===== config.mk =====
export PLATFORM = sky130hd
export DESIGN_NAME = wb_port_arbiter
export DESIGN_NICKNAME = d
export VERILOG_FILES = /design/src/rtl/wb_port_arbiter.sv
export SDC_FILE = /design/constraint.sdc
export NUM_CORES = 1
export LEC_CHECK = 0
export ABC_AREA = 1
export ABC_CLOCK_PERIOD_IN_PS = 4680
export CAP_MARGIN = 25
export CORE_MARGIN = 2
export CORE_UTILIZATION = 45
export DETAILED_ROUTE_END_ITERATION = 10
export DONT_BUFFER_PORTS = 1
export GPL_TIMING_DRIVEN = 0
export PLACE_DENSITY_LB_ADDON = 0.05
export SYNTH_ARGS = -nofsm -noshare
export SYNTH_HDL_FRONTEND = slang
export SYNTH_SLANG_ARGS = --single-unit

===== constraint.sdc =====
create_clock -name clk -period 4.68 [get_ports clk]
set_clock_uncertainty 0.15 [all_clocks]
set_input_delay 0.234 -clock clk [delete_from_list [all_inputs] [get_ports clk]]
set_output_delay 0.234 -clock clk [all_outputs]
set_load 0.01 [all_outputs]

===== src/rtl/wb_port_arbiter.sv =====
// ---------------------------------------------------------------------------
// wb_port_arbiter
//
// Shares the single register-file write port between the pipeline WB stage
// and a long-latency unit (mul/div). Long-latency results that cannot be
// written immediately wait in a 2-entry FIFO. Normally the pipeline has
// priority. If the FIFO head has waited STARVE_LIMIT cycles, the pipeline is
// stalled for one cycle so that the head can drain.
//
// Ports
//   clk, rst_n          clock, asynchronous active-low reset
//   pl_valid/rd/data    pipeline write request
//   pl_stall            pipeline must hold WB and re-present pl_* next cycle
//   lu_valid/rd/data    long-latency result offer
//   lu_ready            a long-latency result can be accepted this cycle
//   rf_we/rd/wdata      registered register-file write port
//   fifo_count          number of queued long-latency results (0..2)
// ---------------------------------------------------------------------------
module wb_port_arbiter #(
    parameter int STARVE_LIMIT = 4
) (
    input  logic        clk,
    input  logic        rst_n,
    input  logic        pl_valid,
    input  logic [4:0]  pl_rd,
    input  logic [31:0] pl_data,
    output logic        pl_stall,
    input  logic        lu_valid,
    input  logic [4:0]  lu_rd,
    input  logic [31:0] lu_data,
    output logic        lu_ready,
    output logic        rf_we,
    output logic [4:0]  rf_rd,
    output logic [31:0] rf_wdata,
    output logic [1:0]  fifo_count
);

    localparam logic [2:0] AGE_LIMIT = 3'(STARVE_LIMIT);

    typedef enum logic [1:0] {
        GRANT_NONE,
        GRANT_PL,
        GRANT_HEAD,
        GRANT_BYPASS
    } grant_t;

    // FIFO storage: head is the oldest entry, tail the second one.
    logic [4:0]  head_rd, tail_rd;
    logic [31:0] head_data, tail_data;
    logic [1:0]  count_q;
    logic [2:0]  age_q;

    grant_t      grant;
    logic        pl_eff;
    logic        lu_keep;
    logic        fifo_empty;
    logic        pop;
    logic        push;
    logic [1:0]  count_after_pop;
    logic [1:0]  count_next;
    logic [2:0]  age_next;
    logic [4:0]  wr_rd;
    logic [31:0] wr_data;

    // Both handshake outputs come from registered state only.
    assign pl_stall   = (age_q == AGE_LIMIT);
    assign lu_ready   = (count_q != 2'd2);
    assign fifo_count = count_q;

    assign fifo_empty = (count_q == 2'd0);
    assign pl_eff     = pl_valid && (pl_rd != 5'd0) && !pl_stall;
    // Results aimed at x0 are accepted but dropped.
    assign lu_keep    = lu_valid && lu_ready && (lu_rd != 5'd0);

    always_comb begin
        grant = GRANT_NONE;
        if (pl_stall && !fifo_empty) begin
            grant = GRANT_HEAD;
        end else if (pl_eff) begin
            grant = GRANT_PL;
        end else if (!fifo_empty) begin
            grant = GRANT_HEAD;
        end else if (lu_keep) begin
            grant = GRANT_BYPASS;
        end
    end

    assign pop             = (grant == GRANT_HEAD);
    assign push            = lu_keep && (grant != GRANT_BYPASS);
    assign count_after_pop = count_q - {1'b0, pop};
    assign count_next      = count_after_pop + {1'b0, push};

    always_comb begin
        wr_rd   = 5'd0;
        wr_data = 32'd0;
        case (grant)
            GRANT_PL: begin
                wr_rd   = pl_rd;
                wr_data = pl_data;
            end
            GRANT_HEAD: begin
                wr_rd   = head_rd;
                wr_data = head_data;
            end
            GRANT_BYPASS: begin
                wr_rd   = lu_rd;
                wr_data = lu_data;
            end
            default: begin
                wr_rd   = 5'd0;
                wr_data = 32'd0;
            end
        endcase
    end

    // The age counter tracks only an entry that already sat at the head at
    // the start of the cycle. An entry pushed into an empty FIFO starts at 0.
    always_comb begin
        age_next = age_q;
        if (pop || (count_next == 2'd0)) begin
            age_next = 3'd0;
        end else if (!fifo_empty && (age_q != AGE_LIMIT)) begin
            age_next = age_q + 3'd1;
        end
    end

    always_ff @(posedge clk or negedge rst_n) begin
        if (!rst_n) begin
            rf_we     <= 1'b0;
            rf_rd     <= 5'd0;
            rf_wdata  <= 32'd0;
            count_q   <= 2'd0;
            age_q     <= 3'd0;
            head_rd   <= 5'd0;
            head_data <= 32'd0;
            tail_rd   <= 5'd0;
            tail_data <= 32'd0;
        end else begin
            rf_we    <= (grant != GRANT_NONE);
            rf_rd    <= wr_rd;
            rf_wdata <= wr_data;
            count_q  <= count_next;
            age_q    <= age_next;

            if (pop) begin
                head_rd   <= tail_rd;
                head_data <= tail_data;
            end
            // A push lands in the first free slot after this cycle's pop. It
            // overrides the shift above when the FIFO drains to empty first.
            if (push) begin
                if (count_after_pop == 2'd0) begin
                    head_rd   <= lu_rd;
                    head_data <= lu_data;
                end else begin
                    tail_rd   <= lu_rd;
                    tail_data <= lu_data;
                end
            end
        end
    end

endmodule


==> reports/qor.txt <==
Outcome: complete, no violations
Final nets: 924
Worst R2R Start: age_q[0]
Clock Latency Late Sink: 0.42 ns
Post-Syn Nets: 796
Number of synthesized flops with an enable pin: 0
Ys Warns: 0
Synth Instances: 714
Ys async rst share: 100%
Placed cell areas: 0.00606 mm^2
Reg-to-reg endpoint: rf_wdata[7]
Post-Layout Inst Area: 0.00781 mm^2
Fin Setup TNS: 0 ns
Tmin final: 2.86 ns
Maximum operating frequency: 350 MHz
Max-cap violations: 0
Port Buf Inserts: 0
CP cell instances: inv_1 > ha_1 > nand2_1 > inv_2 > nor2_4 > nand2_4 > inv_2 > clkbuf_1 > nand2_1 > nand3_1 > dlygate4sd3_1
Slowest Stage Delay on Critical Path: 0.65 ns
Clock-pin slew on the worst setup and hold paths: 0.06 ns
I/O Pins: 120
WL met1: 7930 um
Kind of critical path: flop to flop
Setup crit start kind: flop
Register area share after synthesis: 50.1%
Crit path DAT: 3.06 ns
Die outline height: 118 um
Via count: 5,718
Die W: 118 um
Grt ovf: 0
Global-route wire length before repair: 31,600 um
DR WL met2: 9620 um
Primary FF master, synth: dfrtp_1
Clk buf depth: 2
Post-Layout Cell Count: 1,027
Total wire length: 19,500 um
Layout cells sized above 1: 12.3%
Die Area: 0.0139 mm^2
Worst Path Buf+Inv: 5
R2r worst-path depth: 11
R2R Setup Slk: 1.82 ns
Commonest non-fill, non-tap cell in the layout: nand2_1
DRT iter0 DRCs: 436
Mean Syn Cell Area: 8.19 um^2
Initial Util: 46.2%
Antenna diodes: 0
All-Layer GR Usage: 29.3%
Vias in the first global route: 5,897
Worst Hold Class: primary input to flop
Worst-Margin Slew: 0.817 ns
FP Rows: 41
Worst Path Required: 4.88 ns
Slew Viols, Final: 0
Fill count: 1,178
Final setup fails: 0
PwrDens: 685 mW/mm^2
CTS root buffer: clkbuf_16
Final period utilization: 61.1%
Leakage: 0.00395 uW
Placed cells: 886
Synth Cell Area: 0.00585 mm^2
Met3 WL: 1320 um
Min-delay src: lu_rd[4]
First-pass iteration count of the detailed router: 7
Area Overhead vs Synth: 33.5%
Unique masters post-synth: 23
Uppermost layer routed: met4
Worst Hold End: rf_we
CP top delay family: buffers and inverters
Max IR drop VDD: 0.334 mV
Final hold vios: 0
Seq cells post-synth: 117
Slew headroom: 45.6%
Via density: 5.57
Slowest-stage cell, CP: clkbuf_1
RSZ-0062 raised after global routing: false
Core Area: 0.0127 mm^2
Initial antenna violation count: 0
CTS tree: built
Most frequent cells in the layout: nand2_1, dfrtp_1, nand3_1
Num CTS Buffers: 17
DRT antenna net count: 0
Largest net degree at the start of global routing: 118
Final Wtd Congestion: 0.826
Remaining routing DRC violations: 0
Worst-path maximum fanout: 10
Clk sinks: 117
Hold Crit Depth: 3
DP Wirelength: 11,700 um
Crit end category: flop
H-tree levels: 4
Wire per inst: 19.0 um
## layer usage
| metal | vias to the layer above | track usage, % |
|---|---|---|
| li1 | 2629 | - |
| met1 | 2785 | 37.0 |
| met2 | 252 | 48.2 |
| met3 | 52 | 6.73 |
| met4 | 0 | 12.5 |
| met5 | - | 0 |
## cells in the mapped netlist (3+ instances only)
cell / number / area (um^2)
nand3_1: 112 / 561
nor2_4: 3 / 33.8
nand4_1: 74 / 463
dfrtp_1: 117 / 2930
nand2_1: 307 / 1150
inv_2: 7 / 26.3
buf_6: 17 / 191
nor2_1: 9 / 33.8
buf_4: 13 / 97.6
buf_2: 23 / 115
clkbuf_1: 3 / 11.3
ha_1: 4 / 50.1
inv_1: 10 / 37.5
## kinds of logic (layout without fill, tap and decap cells)
| kind of cell | after synthesis | after routing | share of synthesized area [%] |
|---|---|---|---|
| AOI/OAI and AO/OA | 3 | 3 | 0.363 |
| xor gates and xnor gates | 2 | 2 | 0.300 |
| adders and majority gates | 4 | 4 | 0.856 |
| buffers and inverters | 75 | 216 | 8.41 |
| DFF | 117 | 117 | 50.1 |
| and+or+nand+nor | 513 | 513 | 40.0 |
## where the power goes
part	total, uW	internal [uW]	switching [uW]
combinational	2230	850	1380
sequential	1720	1440	277
clock	1400	917	487
## how the worst max path moves through the flow
stage / end / cells past startpoint / start
after floorplan: age_q[0] / 17 / age_q[0]
final: rf_wdata[7] / 11 / age_q[0]
after global routing: head_data[22] / 18 / age_q[1]
after detailed placement: head_data[6] / 18 / age_q[0]
after CTS: rf_rd[0] / 11 / age_q[0]
after global placement: head_rd[3] / 18 / age_q[0]
## final cells by class
type	count	area [um^2]	share of cell area, %
inverters	19	76.3	0.978
clock inverters	12	178	2.28
flip-flops and latches	117	2930	37.5
plain buffers	56	415	5.32
clock buffers	20	457	5.85
well taps	172	215	2.76
repair buffers	109	1110	14.2
multi-input cells	522	2430	31.1
## timing repair
action / 4_1_cts / 5_1_grt
gates resized for setup: 0 / 0
hold endpoints to repair: 228 / 0
hold buffers: 109 / 0
setup endpoints to repair: 0 / 0
buffers inserted: 0 / 0
## tightest hold or removal path, cell delays in order
cell      delay, ns
nand3b_1       0.11
nand2_2        0.12
nand2_1        0.10
## through the flow
| step | worst slack (ns) | utilization [%] | total power [uW] | hold slack [ns] |
|---|---|---|---|---|
| 2_1_floorplan | 2.24 | - | 3170 | -0.212 |
| 3_5_place_dp | 1.84 | 47.9 | 3720 | -0.208 |
| 6_report | 1.82 | 61.6 | 5350 | 0.0257 |
| 3_3_place_gp | 1.91 | 47.9 | 3670 | -0.208 |
| 5_1_grt | 1.62 | 61.6 | 5710 | 0.0601 |
| 4_1_cts | 1.81 | 61.6 | 5340 | 0.0199 |
## registers in the layout (all words and copies together) (netlist names)
| signal | cells |
|---|---|
| head_data | 32 |
| rf_wdata | 32 |
| tail_data | 32 |
| head_rd | 5 |
| rf_rd | 5 |
| tail_rd | 5 |
| age_q | 3 |
| fifo_count | 2 |
| rf_we | 1 |
No activity file was read; power rests on OpenSTA's default activity.
